## config.mk

```make
export PLATFORM = sky130hd
export DESIGN_NAME = store_op_packer_flat
export DESIGN_NICKNAME = d
export VERILOG_FILES = /design/src/rtl/store_op_packer_if.sv /design/src/rtl/store_op_packer.sv /design/src/flat_wrapper.sv
export SDC_FILE = /design/constraint.sdc
export NUM_CORES = 1
export LEC_CHECK = 0
export ABC_CLOCK_PERIOD_IN_PS = 12540
export CORE_ASPECT_RATIO = 1.25
export CORE_MARGIN = 2
export CORE_UTILIZATION = 50
export CTS_CLUSTER_SIZE = 10
export DETAILED_ROUTE_END_ITERATION = 6
export MAX_ROUTING_LAYER = met4
export PLACE_DENSITY_LB_ADDON = 0.08
export SETUP_SLACK_MARGIN = 0.2
export SLEW_MARGIN = 25
export SYNTH_ARGS = -nofsm -noshare
export SYNTH_HDL_FRONTEND = slang
export SYNTH_SLANG_ARGS = --single-unit
```

## constraint.sdc

```tcl
create_clock -name clk_i -period 12.54 [get_ports clk_i]
set_input_delay 3.762 -clock clk_i [delete_from_list [all_inputs] [get_ports clk_i]]
set_output_delay 3.762 -clock clk_i [all_outputs]
set_load 0.005 [all_outputs]
```

## src/rtl/store_op_packer_if.sv

```systemverilog
// Handshake bundle between the store-operand lanes, the launcher and the VLSU write channel.
// Signal names match the original flat port list of store_op_packer.
interface store_op_packer_if #(
  parameter int unsigned NrLanes   = 4,
  parameter int unsigned DataWidth = 64,
  parameter int unsigned CntWidth  = 16,
  parameter int unsigned IdWidth   = 3
);
  localparam int unsigned BeatBytes = NrLanes * DataWidth / 8;

  logic                           req_valid_i;
  logic                           req_ready_o;
  logic [CntWidth-1:0]            req_bytes_i;
  logic [IdWidth-1:0]             req_id_i;
  logic [NrLanes-1:0]             lane_op_valid_i;
  logic [NrLanes-1:0]             lane_op_ready_o;
  logic [NrLanes*DataWidth-1:0]   lane_op_i;
  logic                           mem_w_valid_o;
  logic                           mem_w_ready_i;
  logic [NrLanes*DataWidth-1:0]   mem_w_data_o;
  logic [BeatBytes-1:0]           mem_w_strb_o;
  logic                           mem_w_last_o;
  logic                           done_valid_o;
  logic [IdWidth-1:0]             done_id_o;
  logic                           done_gnt_i;

  modport slave (
    input  req_valid_i, req_bytes_i, req_id_i, lane_op_valid_i, lane_op_i,
           mem_w_ready_i, done_gnt_i,
    output req_ready_o, lane_op_ready_o, mem_w_valid_o, mem_w_data_o,
           mem_w_strb_o, mem_w_last_o, done_valid_o, done_id_o
  );

  modport master (
    output req_valid_i, req_bytes_i, req_id_i, lane_op_valid_i, lane_op_i,
           mem_w_ready_i, done_gnt_i,
    input  req_ready_o, lane_op_ready_o, mem_w_valid_o, mem_w_data_o,
           mem_w_strb_o, mem_w_last_o, done_valid_o, done_id_o
  );
endinterface

```

## src/rtl/store_op_packer.sv

```systemverilog
// Packs one operand word per lane into byte-strobed write beats, buffers them, and reports completion.
// Optional STORE_OP_PACKER_BYPASS_EN lets a beat skip an empty FIFO when memory is ready.
module store_op_packer #(
  parameter int unsigned NrLanes   = 4,
  parameter int unsigned DataWidth = 64,
  parameter int unsigned FifoDepth = 4,
  parameter int unsigned CntWidth  = 16,
  parameter int unsigned IdWidth   = 3
) (
  input  logic               clk_i,
  input  logic               rst_i,
  store_op_packer_if.slave   bus
);
  localparam int unsigned BeatBytes = NrLanes * DataWidth / 8;
  localparam int unsigned BeatW     = NrLanes * DataWidth;
  localparam int unsigned PtrW      = $clog2(FifoDepth);

  localparam logic [CntWidth-1:0] BeatBytesC = CntWidth'(BeatBytes);
  localparam logic [PtrW:0]       FullCnt    = (PtrW+1)'(FifoDepth);
  localparam logic [PtrW:0]       CntOne     = (PtrW+1)'(1);
  localparam logic [PtrW-1:0]     PtrOne     = PtrW'(1);

  typedef enum logic [1:0] {IDLE, ACTIVE, DRAIN, DONE} state_e;

  state_e              state_q;
  logic [CntWidth-1:0] rem_q;
  logic [IdWidth-1:0]  id_q;

  logic [BeatW-1:0]     fifo_data_q [FifoDepth];
  logic [BeatBytes-1:0] fifo_strb_q [FifoDepth];
  logic [FifoDepth-1:0] fifo_last_q;
  logic [PtrW-1:0]      wr_ptr_q, rd_ptr_q;
  logic [PtrW:0]        cnt_q;

  logic                 fifo_empty, fifo_full, all_valid, bypass;
  logic                 fire, push, pop, beat_last;
  logic [BeatBytes-1:0] beat_strb;
  logic [CntWidth-1:0]  beat_bytes;

  always_comb begin
    fifo_empty = (cnt_q == '0);
    fifo_full  = (cnt_q == FullCnt);
    all_valid  = &bus.lane_op_valid_i;
    beat_last  = (rem_q <= BeatBytesC);
    beat_bytes = beat_last ? rem_q : BeatBytesC;
    beat_strb  = '0;
    for (int unsigned k = 0; k < BeatBytes; k++) begin
      beat_strb[k] = (CntWidth'(k) < rem_q);
    end
  end

`ifdef STORE_OP_PACKER_BYPASS_EN
  assign bypass = (state_q == ACTIVE) && fifo_empty && bus.mem_w_ready_i;
`else
  assign bypass = 1'b0;
`endif

  // Full FIFO blocks the lanes even if the head drains this cycle.
  assign fire = (state_q == ACTIVE) && all_valid && (!fifo_full || bypass);
  assign push = fire && !bypass;
  assign pop  = !fifo_empty && bus.mem_w_ready_i;

  assign bus.lane_op_ready_o = {NrLanes{fire}};
  assign bus.req_ready_o     = (state_q == IDLE);
  assign bus.done_valid_o    = (state_q == DONE);
  assign bus.done_id_o       = id_q;

  assign bus.mem_w_valid_o = !fifo_empty || (bypass && fire);
  assign bus.mem_w_data_o  = bypass ? bus.lane_op_i : fifo_data_q[rd_ptr_q];
  assign bus.mem_w_strb_o  = bypass ? beat_strb     : fifo_strb_q[rd_ptr_q];
  assign bus.mem_w_last_o  = bypass ? beat_last     : fifo_last_q[rd_ptr_q];

  always_ff @(posedge clk_i) begin
    if (rst_i) begin
      state_q  <= IDLE;
      rem_q    <= '0;
      id_q     <= '0;
      wr_ptr_q <= '0;
      rd_ptr_q <= '0;
      cnt_q    <= '0;
    end else begin
      unique case (state_q)
        IDLE: if (bus.req_valid_i) begin
          rem_q   <= bus.req_bytes_i;
          id_q    <= bus.req_id_i;
          state_q <= (bus.req_bytes_i == '0) ? DONE : ACTIVE;
        end
        ACTIVE: if (fire) begin
          rem_q <= rem_q - beat_bytes;
          // A bypassed final beat is already accepted, so DRAIN has nothing to wait for.
          if (beat_last) state_q <= bypass ? DONE : DRAIN;
        end
        DRAIN: if (pop && fifo_last_q[rd_ptr_q]) state_q <= DONE;
        DONE:  if (bus.done_gnt_i) state_q <= IDLE;
        default: state_q <= IDLE;
      endcase

      if (push) wr_ptr_q <= wr_ptr_q + PtrOne;
      if (pop)  rd_ptr_q <= rd_ptr_q + PtrOne;
      if (push && !pop)      cnt_q <= cnt_q + CntOne;
      else if (!push && pop) cnt_q <= cnt_q - CntOne;
    end
  end

  always_ff @(posedge clk_i) begin
    if (push) begin
      fifo_data_q[wr_ptr_q] <= bus.lane_op_i;
      fifo_strb_q[wr_ptr_q] <= beat_strb;
      fifo_last_q[wr_ptr_q] <= beat_last;
    end
  end
endmodule

```

## src/flat_wrapper.sv

```systemverilog
// flat-port wrapper written by rule: the top's interface ports become plain ports
module store_op_packer_flat 
#(
  parameter int unsigned NrLanes   = 4,
  parameter int unsigned DataWidth = 64,
  parameter int unsigned FifoDepth = 4,
  parameter int unsigned CntWidth  = 16,
  parameter int unsigned IdWidth   = 3
)
  (clk_i, rst_i, bus_req_valid_i, bus_req_bytes_i, bus_req_id_i, bus_lane_op_valid_i, bus_lane_op_i, bus_mem_w_ready_i, bus_done_gnt_i, bus_req_ready_o, bus_lane_op_ready_o, bus_mem_w_valid_o, bus_mem_w_data_o, bus_mem_w_strb_o, bus_mem_w_last_o, bus_done_valid_o, bus_done_id_o);
  store_op_packer_if #(.NrLanes(NrLanes), .DataWidth(DataWidth), .CntWidth(CntWidth), .IdWidth(IdWidth)) bus_i ();
  input  logic clk_i;
  input  logic rst_i;
  input wire logic [$bits(bus_i.req_valid_i)-1:0] bus_req_valid_i;
  input wire logic [$bits(bus_i.req_bytes_i)-1:0] bus_req_bytes_i;
  input wire logic [$bits(bus_i.req_id_i)-1:0] bus_req_id_i;
  input wire logic [$bits(bus_i.lane_op_valid_i)-1:0] bus_lane_op_valid_i;
  input wire logic [$bits(bus_i.lane_op_i)-1:0] bus_lane_op_i;
  input wire logic [$bits(bus_i.mem_w_ready_i)-1:0] bus_mem_w_ready_i;
  input wire logic [$bits(bus_i.done_gnt_i)-1:0] bus_done_gnt_i;
  output wire logic [$bits(bus_i.req_ready_o)-1:0] bus_req_ready_o;
  output wire logic [$bits(bus_i.lane_op_ready_o)-1:0] bus_lane_op_ready_o;
  output wire logic [$bits(bus_i.mem_w_valid_o)-1:0] bus_mem_w_valid_o;
  output wire logic [$bits(bus_i.mem_w_data_o)-1:0] bus_mem_w_data_o;
  output wire logic [$bits(bus_i.mem_w_strb_o)-1:0] bus_mem_w_strb_o;
  output wire logic [$bits(bus_i.mem_w_last_o)-1:0] bus_mem_w_last_o;
  output wire logic [$bits(bus_i.done_valid_o)-1:0] bus_done_valid_o;
  output wire logic [$bits(bus_i.done_id_o)-1:0] bus_done_id_o;
  assign bus_i.req_valid_i = bus_req_valid_i;
  assign bus_i.req_bytes_i = bus_req_bytes_i;
  assign bus_i.req_id_i = bus_req_id_i;
  assign bus_i.lane_op_valid_i = bus_lane_op_valid_i;
  assign bus_i.lane_op_i = bus_lane_op_i;
  assign bus_i.mem_w_ready_i = bus_mem_w_ready_i;
  assign bus_i.done_gnt_i = bus_done_gnt_i;
  assign bus_req_ready_o = bus_i.req_ready_o;
  assign bus_lane_op_ready_o = bus_i.lane_op_ready_o;
  assign bus_mem_w_valid_o = bus_i.mem_w_valid_o;
  assign bus_mem_w_data_o = bus_i.mem_w_data_o;
  assign bus_mem_w_strb_o = bus_i.mem_w_strb_o;
  assign bus_mem_w_last_o = bus_i.mem_w_last_o;
  assign bus_done_valid_o = bus_i.done_valid_o;
  assign bus_done_id_o = bus_i.done_id_o;
  store_op_packer #(.NrLanes(NrLanes), .DataWidth(DataWidth), .FifoDepth(FifoDepth), .CntWidth(CntWidth), .IdWidth(IdWidth)) u_core (.clk_i(clk_i), .rst_i(rst_i), .bus(bus_i));
endmodule
```

# After elaboration in Yosys (flattened, before gate mapping)
# Memory sizes are Yosys's and may differ from the RTL's. A register that Yosys moved wholly into a read port is not among the register bits.
# Cells that the tools add are included.
[word_totals] regBits=32 ramBits=1152 input_bits=284 out_inout_bits=299 elab_cells=103 memories=2
[mem_list] memory="u_core.fifo_data_q" words=4 width=256 rd=1 rd_ports_with_merged_regs=1 write_ports=1 line="store_op_packer.sv:29" text="logic [BeatW-1:0] fifo_data_q [FifoDepth];"
[mem_list] memory="u_core.fifo_strb_q" words=4 width=32 rd=1 rd_ports_with_merged_regs=1 write_ports=1 line="store_op_packer.sv:30" text="logic [BeatBytes-1:0] fifo_strb_q [FifoDepth];"
[classes] n_addsub=5 magnitude_cmp=36 n_eq_ne=9 mux=24 n_reduce_logical=20
[ops] operator="$lt A5 B16 Y1 const A" n=16
[ops] operator="$lt A4 B16 Y1 const A" n=8
[ops] operator="$lt A3 B16 Y1 const A" n=4
[ops] operator="$mux W16" n=3
[ops] operator="$lt A1 B16 Y1 const A" n=2
[ops] operator="$lt A2 B16 Y1 const A" n=2
[ops] operator="$pmux W16 S2" n=1
[ops] operator="$mux W2" n=10
[ops] operator="$le A16 B6 Y1 const B" n=1
[ops] operator="$logic_not A16 Y1" n=1
[ops] operator="$sub A16 B16 Y16" n=1
[ops] operator="$pmux W2 S4" n=1
[ops] operator="$logic_and A1 B1 Y1" n=7
[ops] operator="$lt A2 B3 Y1 const B" n=2
[ops] operator="$mux W3" n=2
[ops] operator="$ne A2 B1 Y1 const B" n=3
[ops] operator="$reduce_and A5 Y1" n=1
[ops] operator="$add A2 B1 Y2 const B" n=2
[ops] operator="$bwmux W4" n=1
[ops] operator="$eq A2 B2 Y1 const B" n=2
[ops] operator="$logic_not A1 Y1" n=4
[ops] operator="$mux W1" n=4
[ops] operator="$ne A2 B2 Y1 const B" n=2
[ops] operator="$reduce_and A4 Y1" n=1
[ops] operator="12 further kinds" n=13

# Longest topological paths before layout
# Gate-level depths: netlist (run 1).
[depth] ltp_word=7 depth_mapped=11 ltp_nobuf=10

# Worst setup path before layout (run 1)
# No wires, ideal clock.
[synth_timing] path_kind="input-to-reg" startpoint="in bus_lane_op_valid_i[2]" endpoint="mem u_core.fifo_data_q[0][0] in the netlist's numbering (enable)" setup_ns=0.688 arrival_time_ns=10.835 required_time_ns=11.852 path_slack_ns=1.018 stages=5 path_buffers=0 path_cell_list="nand4_1 nor2_1 nand2_1 clkinv_1 and2_1"
[synth_via] elab_chain_len=5
[synth_rtl] element="start: declaration" line="flat_wrapper.sv:17" text="input wire logic [$bits(bus_i.lane_op_valid_i)-1:0] bus_lane_op_valid_i;"
[synth_rtl] element="$reduce_and A4 Y1" line="store_op_packer.sv:43" text="all_valid = &bus.lane_op_valid_i;"
[synth_rtl] element="$logic_and A1 B1 Y1 (2 in a row)" line="store_op_packer.sv:59" text="assign fire = (state_q == ACTIVE) && all_valid && (!fifo_full || bypass);"
[synth_rtl] element="net u_core.fire" line="store_op_packer.sv:36" text="logic fire, push, pop, beat_last;"
[synth_rtl] element="$mux W1" line="store_op_packer.sv:106" text="if (push) begin"
[synth_rtl] element="$mux W1 (implied by the code)" line="store_op_packer.sv:107" text="fifo_data_q[wr_ptr_q] <= bus.lane_op_i;"
[synth_rtl] element="end: declaration" line="store_op_packer.sv:29"
# The timed path passes the listed nets, and every way through them passes these cells.

# Final worst setup path (run 1)
[layout_timing] startpoint="in bus_lane_op_valid_i[0]" endpoint="out bus_lane_op_ready_o[3]"
[layout_via] elab_chain_len=3
[layout_rtl] element="$reduce_and A4 Y1" line="store_op_packer.sv:43"
[layout_rtl] element="$logic_and A1 B1 Y1 (2 in a row)" line="store_op_packer.sv:59"
[layout_rtl] element="end: declaration" line="flat_wrapper.sv:22" text="output wire logic [$bits(bus_i.lane_op_ready_o)-1:0] bus_lane_op_ready_o;"
# No other way between the ends.

==> results of run 1 <==
worst min-delay path by stage:
stage	startpoint	to	slack, ns	cells past startpoint
after floorplan	u_core.bus.done_id_o[0]	u_core.bus.done_id_o[0]	0.45	2
after global placement	u_core.bus.done_id_o[2]	u_core.bus.done_id_o[2]	0.44	2
after detailed placement	u_core.bus.done_id_o[1]	u_core.bus.done_id_o[1]	0.45	2
after CTS	u_core.bus.done_id_o[1]	u_core.bus.done_id_o[1]	0.46	2
after global routing	u_core.bus.done_id_o[0]	u_core.bus.done_id_o[0]	0.49	2
final	u_core.bus.done_id_o[1]	u_core.bus.done_id_o[1]	0.46	2
power groups by stage:
stage	logic, µW	clock network, µW	registers (µW)
2_1_floorplan	1320	0	4640
4_1_cts	2450	3570	4620
3_5_place_dp	2440	0	4700
6_report	2410	3470	4620
5_1_grt	2600	3710	4630
3_3_place_gp	2410	0	4700
cell usage after synthesis, types with 5 or more instances:
master	number
dfxtp_1	30
nor4_1	6
o31ai_1	5
edfxtp_1	1156
o211ai_1	5
inv_1	14
nand2_1	40
and2_1	6
clkbuf_1	40
a21oi_1	23
mux4_2	289
or3_1	8
ha_1	10
nand3_1	8
nor2_1	26
buf_1	42
o21ai_0	26
registers in the layout, indices dropped and copies added (netlist names), named ones only:
name and count:
u_core.fifo_data_q 1024, u_core.fifo_strb_q 128, u_core.rem_q 16, u_core.fifo_last_q 4, u_core.bus.done_id_o 3, u_core.cnt_q 3, u_core.rd_ptr_q 2, u_core.state_q 2
u_core.wr_ptr_q 2
metal layers:
| metal | global-route usage [%] | wire length [µm] |
|---|---|---|
| met1 | 26.1 | 35800 |
| met3 | 8.98 | 9110 |
| met2 | 34.6 | 47800 |
| met4 | 6.64 | 2250 |
| met5 | - | 0 |
worst min-delay path, cell delays in order, from the launching register on:
cell and delay [ns]:
dfxtp_1 0.31, nand2_1 0.05, a21oi_1 0.05
through the flow:
step	power (µW)	setup WS, ns
2_1_floorplan	5960	1.02
3_3_place_gp	7110	3.34
3_5_place_dp	7140	3.29
4_1_cts	10600	3.29
5_1_grt	10900	3.18
6_report	10500	3.27
logic make-up after synthesis:
family                   after synthesis
flip-flops                          1186
multiplexers                         292
AND/OR/NAND/NOR                      118
buffers and inverters                105
AO/OA/AOI/OAI                         92
adder cells (fa/ha/maj)               11
XOR/XNOR                               5
other                                  1
layout make-up:
| type | count | area (µm²) |
|---|---|---|
| antenna | 26 | 65.1 |
| clock buffer | 157 | 3590 |
| clock inverter | 14 | 219 |
| fill | 5959 | 31900 |
| inverter | 17 | 63.8 |
| multi-input combinational | 519 | 7940 |
| sequential | 1186 | 35300 |
| tap | 1168 | 1460 |
| timing repair buffer | 604 | 6160 |
==> reports/results.tsv, run 1 <==
metric	value	unit
row count	121	
Clk pwr share	33.1	%
Remaining Overflow, GRT	0	
R2R depth	6	
Sw Share	24.9	%
Distinct cells, synth	58	
endpoints failing setup	0	
crit path DAT	5.51	ns
CTS Buf Count	137	
CP Capture Type	output pin	
Port Buffer Count	582	
Clk pin slew, worst setup/hold paths	0.06	ns
Synth area leaders	edfxtp_1 (80%), mux4_2 (15%), dfxtp_1 (1.4%)	
GPL Wtd Cong	0.786	
post-placement cell count	3491	
commonest non-fill, non-tap cell in the layout	edfxtp_1	
Hold Worst Slack	0.460	ns
first-pass GRT wire length	139000	µm
Cell Count, Final, Fillers Out	3691	
Pleak	0.0169	µW
DR pass1 iterations	5	
Internal	7890	µW
final worst path period need	9.27	ns
Synth Area in Simple Gates	1.37	%
MaxCap Viol Count	0	
pwr dens	192	nW/µm²
vias in the first global route	22077	
worst vdd ir	180	µV
Die Y	334	µm
status	complete, no violations	
die width	268	µm
Total Wirelength	94900	µm
syn nets	2105	
htree depth	4	
post-CTS setup buffer count	0	
io pins	583	
largest net degree at the start of global routing	162	
Seq/Total Area, Yosys	80.9	%
Async S/R FF share, synth	0	%
Wirelength per Cell	25.7	µm
post-layout util	63.2	%
Area Growth Syn to Fin	25.6	%
CP Buf/Inv Count	3	
Worst Setup Path Type	input pin to output pin	
Vias per Instance	5.59	
skew final	0.0211	ns
Largest stage delay, worst path	0.57	ns
Worst-Margin Slew	1.07	ns
Final Slew Violations	0	
Syn Inst Count	1810	
Critical Path Sink	bus_lane_op_ready_o[3]	
Levels on crit path	6	
CTS max path bufs	3	
initial DRC count	1593	
Yosys reg bits	1186	
Worst-Skew Late Latency	0.72	ns
post-synthesis mux area share	15.0	%
Seq pwr share	44.0	%
FMAX	0.108	GHz
DRT antenna net count	0	
TritonCTS clock tree	done	
core box area	86700	µm²
hold_buf cts	0	
RSZ-0062 raised after global routing	no	
GRT Util Overall	22.0	%
YS warnings	0	
Slew HR	28.6	%
Synth Area in XOR/XNOR	0.100	%
critical path peak fanout	13	
Hold/Removal Path Class	register to register	
R2R Setup Slk	8.89	ns
share of total power in combinational logic	23.0	%
launching point of the worst reg2reg path	u_core.state_q[1]	
Critical Path RT	8.78	ns
Startpoint Class	input pin	
DP Wirelength	57000	µm
clk root buf	clkbuf_16	
share of cells above drive strength 1	19.3	%
Clock Sinks	1186	
R2R Path End	u_core.fifo_data_q[1][119]	
area share of fa/ha/maj cells after synthesis	0.333	%
post-synth top area share	79.5	%
PostCTS Resize Cnt	0	
critical path's slowest cell	clkdlybuf4s50_1	
commonest non-fill, non-tap cells in the layout	edfxtp_1 (1156), clkdlybuf4s50_1 (582), mux4_2 (289)	
P_sw	2610	µW
Mapped Area	43700	µm²
prevailing post-synth register cell	edfxtp_1	
Vias	20625	
Final Cycle Share	73.9	%
design area	54800	µm²
DP Area	50900	µm²
Initial Utilization	50.3	%
layout net count	2760	
syn_area_per_cell	24.1	µm²
die area	89700	µm²
critical path launch point	bus_lane_op_valid_i[0]	
initial antenna violation count	27	
critical path's top delay family	buffers and inverters	
DR DRC count	0	
cells along the critical path	clkdlybuf4s50_1, nand4_1, nor2_1, nand2_1, clkinv_1, clkdlybuf4s50_1	
final hold violation count	0	
Fin Setup TNS	0	ns
number of flops mapped to enable cells by yosys	1156	
Yosys top cell by area	edfxtp_1	
post-synthesis compound-gate area fraction	1.36	%
crit-path most repeated cell	clkdlybuf4s50_1	
largest family of logic cells by synthesized area	multiplexers	
No activity file was read; power rests on OpenSTA's default activity.
==> run 2: changes to the inputs <==
--- a/config.mk
+++ b/config.mk
@@ -5,7 +5,7 @@
 export SDC_FILE = /design/constraint.sdc
 export NUM_CORES = 1
 export LEC_CHECK = 0
-export ABC_CLOCK_PERIOD_IN_PS = 12540
+export ABC_CLOCK_PERIOD_IN_PS = 8950
 export CORE_ASPECT_RATIO = 1.25
 export CORE_MARGIN = 2
 export CORE_UTILIZATION = 50
==> constraint.sdc (replaced) <==
create_clock -name clk_i -period 8.95 [get_ports clk_i]
set_input_delay 2.685 -clock clk_i [delete_from_list [all_inputs] [get_ports clk_i]]
set_output_delay 2.685 -clock clk_i [all_outputs]
set_load 0.005 [all_outputs]
==> run 2 against run 1 <==
  * Sequential cell count unchanged
  * Setup slack worse by 1.4 ns
  * Cell count barely moved
  * Die area unchanged
  * Cell area is 0.16% lower
  * Non-clock buffer count shrank 2
  * Routed wire length is 0.74% higher
  * Clock skew down 0.0054 ns
  * Global-route usage is 0.23 points higher
  * Count of clock-buffer cells in the layout shrank 7
  * Largest power group unchanged
==> reports/results.tsv, run 2 (synthesis results as in run 1) <==
metric	value	unit	change
CTS Buf Count	137		unchanged
Pleak	0.0169	µW	-0.30%
Final Slew Violations	0		unchanged
PostCTS Resize Cnt	0		unchanged
cells along the critical path	clkdlybuf4s50_1, nand4_1, nor2_1, nand2_1, clkinv_1, clkdlybuf4s50_1		
Internal	11000	µW	+39%
Worst Setup Path Type	input pin to output pin		
biggest regs	u_core.fifo_data_q x1024, u_core.fifo_strb_q x128, u_core.rem_q x16		
MaxCap Viol Count	0		unchanged
Area Growth Syn to Fin	25.4	%	
DRT antenna net count	0		unchanged
min setup slack post-route	1.84	ns	-1.43 ns
pwr dens	268	nW/µm²	+40%
Remaining Overflow, GRT	0		unchanged
Hold/Removal Path Class	register to register		
Initial Utilization	50.3	%	unchanged
endpoints failing setup	0		unchanged
layout net count	2758		-0.072%
fill count	5914		-0.76%
GPL Wtd Cong	0.834		+6.2%
Largest stage delay, worst path	0.56	ns	about the same
Slew HR	20.4	%	-8.2 points
crit path DAT	4.43	ns	-1.08 ns
max reg flops	1024		unchanged
crit-path most repeated cell	clkdlybuf4s50_1		
Sw Share	25.0	%	+0.15 points
Clk pwr share	32.7	%	-0.4 points
clk root buf	clkbuf_16		
DP Wirelength	57900	µm	+1.6%
status	complete, no violations		
CP Capture Type	output pin		
final worst path period need	7.11	ns	
share of cells above drive strength 1	19.2	%	-0.034 points
die area	89700	µm²	unchanged
Port Buffer Count	582		unchanged
Clock Sinks	1186		unchanged
Total Wirelength	95600	µm	+0.74%
vias in the first global route	22038		-0.18%
Die Y	334	µm	unchanged
Worst-Skew Late Latency	0.72	ns	about the same
P_sw	3660	µW	+40%
largest net degree at the start of global routing	150		-7.4%
final hold violation count	0		unchanged
RSZ-0062 raised after global routing	no		
setup slack after placement	1.85	ns	-1.44 ns
Fin Setup TNS	0	ns	unchanged
core box area	86700	µm²	unchanged
initial DRC count	1228		-23%
Total Power	14600	µW	+39%
Worst-Margin Slew	1.19	ns	+0.123 ns
FMAX	0.141	GHz	
TritonCTS clock tree	done		
Wirelength per Cell	25.9	µm	+0.82%
Critical Path RT	6.27	ns	-2.51 ns
io pins	583		unchanged
Vias per Instance	5.56		-0.44%
skew final	0.0157	ns	-0.00539 ns
hold_buf cts	0		unchanged
DR DRC count	0		unchanged
DR pass1 iterations	7		+2
share of total power in combinational logic	23.1	%	about the same
Vias	20517		-0.52%
Clk pin slew, worst setup/hold paths	0.06	ns	about the same
GRT Util Overall	22.2	%	+0.23 points
commonest non-fill, non-tap cell in the layout	edfxtp_1		
CTS max path bufs	3		unchanged
die width	268	µm	unchanged
Top reg by flops	u_core.fifo_data_q		
Final Cycle Share	79.5	%	
htree depth	4		unchanged
worst vdd ir	199	µV	+11%
critical path peak fanout	13		unchanged
Seq pwr share	44.2	%	+0.2 points
post-CTS setup buffer count	0		unchanged
critical path's slowest cell	clkdlybuf4s50_1		
Startpoint Class	input pin		
initial antenna violation count	30		+11%
row count	121		unchanged
first-pass GRT wire length	141000	µm	+0.98%
commonest non-fill, non-tap cells in the layout	edfxtp_1 (1156), clkdlybuf4s50_1 (582), mux4_2 (289)		
[run 2: cell count changes in the layout (fill, tap and decap cells not counted), sizes merged]
cell / delta
buf: -2
bufinv: -1
clkbuf: -7
clkinv: +4
diode: +3
[run 2: metal layers]
layer  part of all wire (%)  global-route usage (%)  vias up
li1                       -                       -     9015
met1                     37                    25.5    10677
met2                     50                    35.2      688
met3                     11                    9.42      137
met4                    2.5                    7.63        0
met5                      0                       -        -
[run 2: power groups by stage]
stage	Sequential (µW)	Clock (µW)	Combinational, µW
floorplan	6490	0	1850
global placement	6570	0	3400
detailed placement	6580	0	3430
CTS	6470	4910	3450
global route	6480	5110	3650
finish	6470	4790	3390
[run 2: layout make-up]
class | count | area, µm² | area share, %
antenna | 29 | 72.6 | 0.133
clock buffer | 150 | 3520 | 6.43
clock inverter | 17 | 211 | 0.386
inverter | 17 | 63.8 | 0.117
multi-input combinational | 519 | 7940 | 14.5
sequential | 1186 | 35300 | 64.5
tap | 1168 | 1460 | 2.67
timing repair buffer | 602 | 6140 | 11.2
[run 2: path summary, 6_finish.rpt]
check | from | to | slack [ns] | cells past startpoint
worst max-delay path | bus_lane_op_valid_i[2] | bus_lane_op_ready_o[0] | 1.84 | 6
worst min-delay path | u_core.bus.done_id_o[1] | u_core.bus.done_id_o[1] | 0.46 | 2
worst max register to register | u_core.state_q[1] | u_core.fifo_data_q[2][147] | 5.30 | 6
worst min register to register | u_core.bus.done_id_o[1] | u_core.bus.done_id_o[1] | 0.46 | 2
[run 2: worst max-delay path, delay by kind of cell]
kind,cells,cell delay [ns]
buf+inv,3,1.31
simple gates,3,0.44
[run 2: stage by stage]
step           utilization, %  cell area [µm²]  std cells  hold WS, ns
6_report                 63.1            54700       3688        0.460
5_1_grt                  63.1            54700       3688        0.490
4_1_cts                  63.0            54700       3659        0.461
3_5_place_dp             58.7            50900       3492        0.452
3_3_place_gp             58.7            50900       3492        0.444
2_1_floorplan               -            43700       1810        0.453
==> run 3: changes to the inputs <==
--- a/config.mk
+++ b/config.mk
@@ -5,7 +5,7 @@
 export SDC_FILE = /design/constraint.sdc
 export NUM_CORES = 1
 export LEC_CHECK = 0
-export ABC_CLOCK_PERIOD_IN_PS = 8950
+export ABC_CLOCK_PERIOD_IN_PS = 7100
 export CORE_ASPECT_RATIO = 1.25
 export CORE_MARGIN = 2
 export CORE_UTILIZATION = 50
==> constraint.sdc (replaced) <==
create_clock -name clk_i -period 7.1 [get_ports clk_i]
set_input_delay 2.13 -clock clk_i [delete_from_list [all_inputs] [get_ports clk_i]]
set_output_delay 2.13 -clock clk_i [all_outputs]
set_load 0.005 [all_outputs]
==> run 3 against run 2 <==
  * Sequential power rose by 26%
  * Routed wire length up 1.4%
  * Non-clock buffer count up 27
  * Clock skew is 0.0053 ns higher
  * Critical endpoint is now bus_lane_op_ready_o[1]
==> reports/results.tsv, run 3 (synthesis results as in run 1) <==
metric	value	unit	change
status	complete, no violations		
DP Wirelength	61200	µm	+5.8%
RSZ-0062 raised after global routing	no		
setup slack after placement	1.12	ns	-0.733 ns
commonest non-fill, non-tap cell in the layout	edfxtp_1		
critical path peak fanout	13		unchanged
design area	54900	µm²	+0.37%
pwr dens	336	nW/µm²	+25%
Remaining Overflow, GRT	0		unchanged
Worst-Skew Late Latency	0.71	ns	about the same
Pleak	0.0170	µW	+0.77%
busiest grt layer	met2		
clk root buf	clkbuf_16		
io pins	583		unchanged
Worst-Margin Slew	0.957	ns	-0.237 ns
TritonCTS clock tree	done		
DR DRC count	0		unchanged
Total Wirelength	97000	µm	+1.4%
Top reg by flops	u_core.fifo_data_q		
htree depth	4		unchanged
M3 GR Usage	8.39	%	-1.0 points
Hold/Removal Path Class	register to register		
Final Cycle Share	84.3	%	
core box area	86700	µm²	unchanged
GRT met2 Usage	35.9	%	+0.68 points
Vias	20846		+1.6%
share of cells above drive strength 1	19.9	%	+0.71 points
endpoints failing setup	0		unchanged
row count	121		unchanged
Clk pin slew, worst setup/hold paths	0.05	ns	about the same
Worst Setup Path Type	input pin to output pin		
CP Capture Type	output pin		
commonest non-fill, non-tap cells in the layout	edfxtp_1 (1156), clkdlybuf4s50_1 (582), mux4_2 (289)		
max reg flops	1024		unchanged
Die Y	334	µm	unchanged
first-pass GRT wire length	144000	µm	+2.1%
Slew HR	36.2	%	+16 points
Fin Setup TNS	0	ns	unchanged
vias in the first global route	22341		+1.4%
Area Growth Syn to Fin	25.8	%	
die width	268	µm	unchanged
layout net count	2784		+0.94%
PostCTS Resize Cnt	0		unchanged
MaxCap Viol Count	0		unchanged
biggest regs	u_core.fifo_data_q x1024, u_core.fifo_strb_q x128, u_core.rem_q x16		
area of the multi-input gates	7940	µm²	unchanged
GPL Wtd Cong	0.850		+1.9%
final hold violation count	0		unchanged
Clock Sinks	1186		unchanged
Port Buffer Count	582		unchanged
Initial Utilization	50.3	%	unchanged
min setup slack post-route	1.11	ns	-0.727 ns
DRT antenna net count	0		unchanged
largest net degree at the start of global routing	127		-15%
fill count	5883		-0.52%
FMAX	0.167	GHz	
Sequential Area	35300	µm²	unchanged
CTS max path bufs	3		unchanged
Startpoint Class	input pin		
Wirelength per Cell	26.2	µm	+0.88%
initial DRC count	1839		+50%
initial antenna violation count	28		-6.7%
die area	89700	µm²	unchanged
skew final	0.0210	ns	+0.00534 ns
final worst path period need	5.99	ns	
Critical Path RT	4.97	ns	-1.30 ns
hold_buf cts	0		unchanged
crit path DAT	3.86	ns	-0.57 ns
DP Area	51200	µm²	+0.54%
met1 Usage GRT	26.9	%	+1.4 points
Vias per Instance	5.62		+1.1%
DR pass1 iterations	6		-1
CTS Buf Count	136		-0.73%
worst vdd ir	228	µV	+14%
GRT Util Overall	22.7	%	+0.42 points
Final Slew Violations	0		unchanged
post-CTS setup buffer count	0		unchanged
## run 3: changes by cell type in the layout (fill, tap and decap cells not counted)
cell       before  now
buf_12         13   19
buf_4           7   28
clkbuf_1       11   14
clkbuf_16     139  140
clkinv_1        4    1
clkinv_16       1    0
clkinv_4        1    0
clkinv_8        3    5
diode_2        29   26
inv_16          3    0
inv_6           6    3
## run 3: where the power goes
group | total [µW] | switching (µW) | internal (µW)
sequential | 8150 | 157 | 8000
combinational | 4320 | 1950 | 2370
clock | 5970 | 2470 | 3500
total | 18400 | 4580 | 13900
## run 3: layout make-up
type | instances | area share [%]
flip-flops and latches | 1186 | 64.3
multi-input cells | 519 | 14.5
repair buffers | 629 | 11.7
clock buffers | 154 | 6.47
well taps | 1168 | 2.66
clock inverters | 8 | 0.196
diodes | 26 | 0.118
inverters | 17 | 0.116
## run 3: worst paths after layout
path / startpoint / end / slack, ns / cells after the start
setup / recovery: bus_lane_op_valid_i[0] / bus_lane_op_ready_o[1] / 1.11 / 6
hold / removal: u_core.bus.done_id_o[1] / u_core.bus.done_id_o[1] / 0.47 / 2
setup reg to reg: u_core.rem_q[11] / u_core.fifo_strb_q[3][0] / 3.50 / 7
hold reg to reg: u_core.bus.done_id_o[1] / u_core.bus.done_id_o[1] / 0.47 / 2
## run 3: per-layer routing
metal / part of all wire (%) / up-vias
met5: 0 / -
met4: 2.7 / 0
met3: 9.5 / 157
met2: 51 / 713
met1: 37 / 10898
li1: - / 9078
## run 3: worst max-delay path, stage by stage
cell and delay [ns]:
clkdlybuf4s50_1 0.47, nand4_1 0.09, nor2_1 0.16, nand2_1 0.13, clkinv_1 0.31, clkdlybuf4s50_1 0.57
## run 3: per-stage QoR
stage | power [µW] | cells | utilization [%] | hold slack [ns]
finish | 18400 | 3707 | 63.3 | 0.470
global route | 19200 | 3706 | 63.3 | 0.500
CTS | 18700 | 3681 | 63.2 | 0.469
detailed placement | 12700 | 3519 | 59.0 | 0.463
global placement | 12600 | 3519 | 59.0 | 0.446
floorplan | 10500 | 1810 | - | 0.453
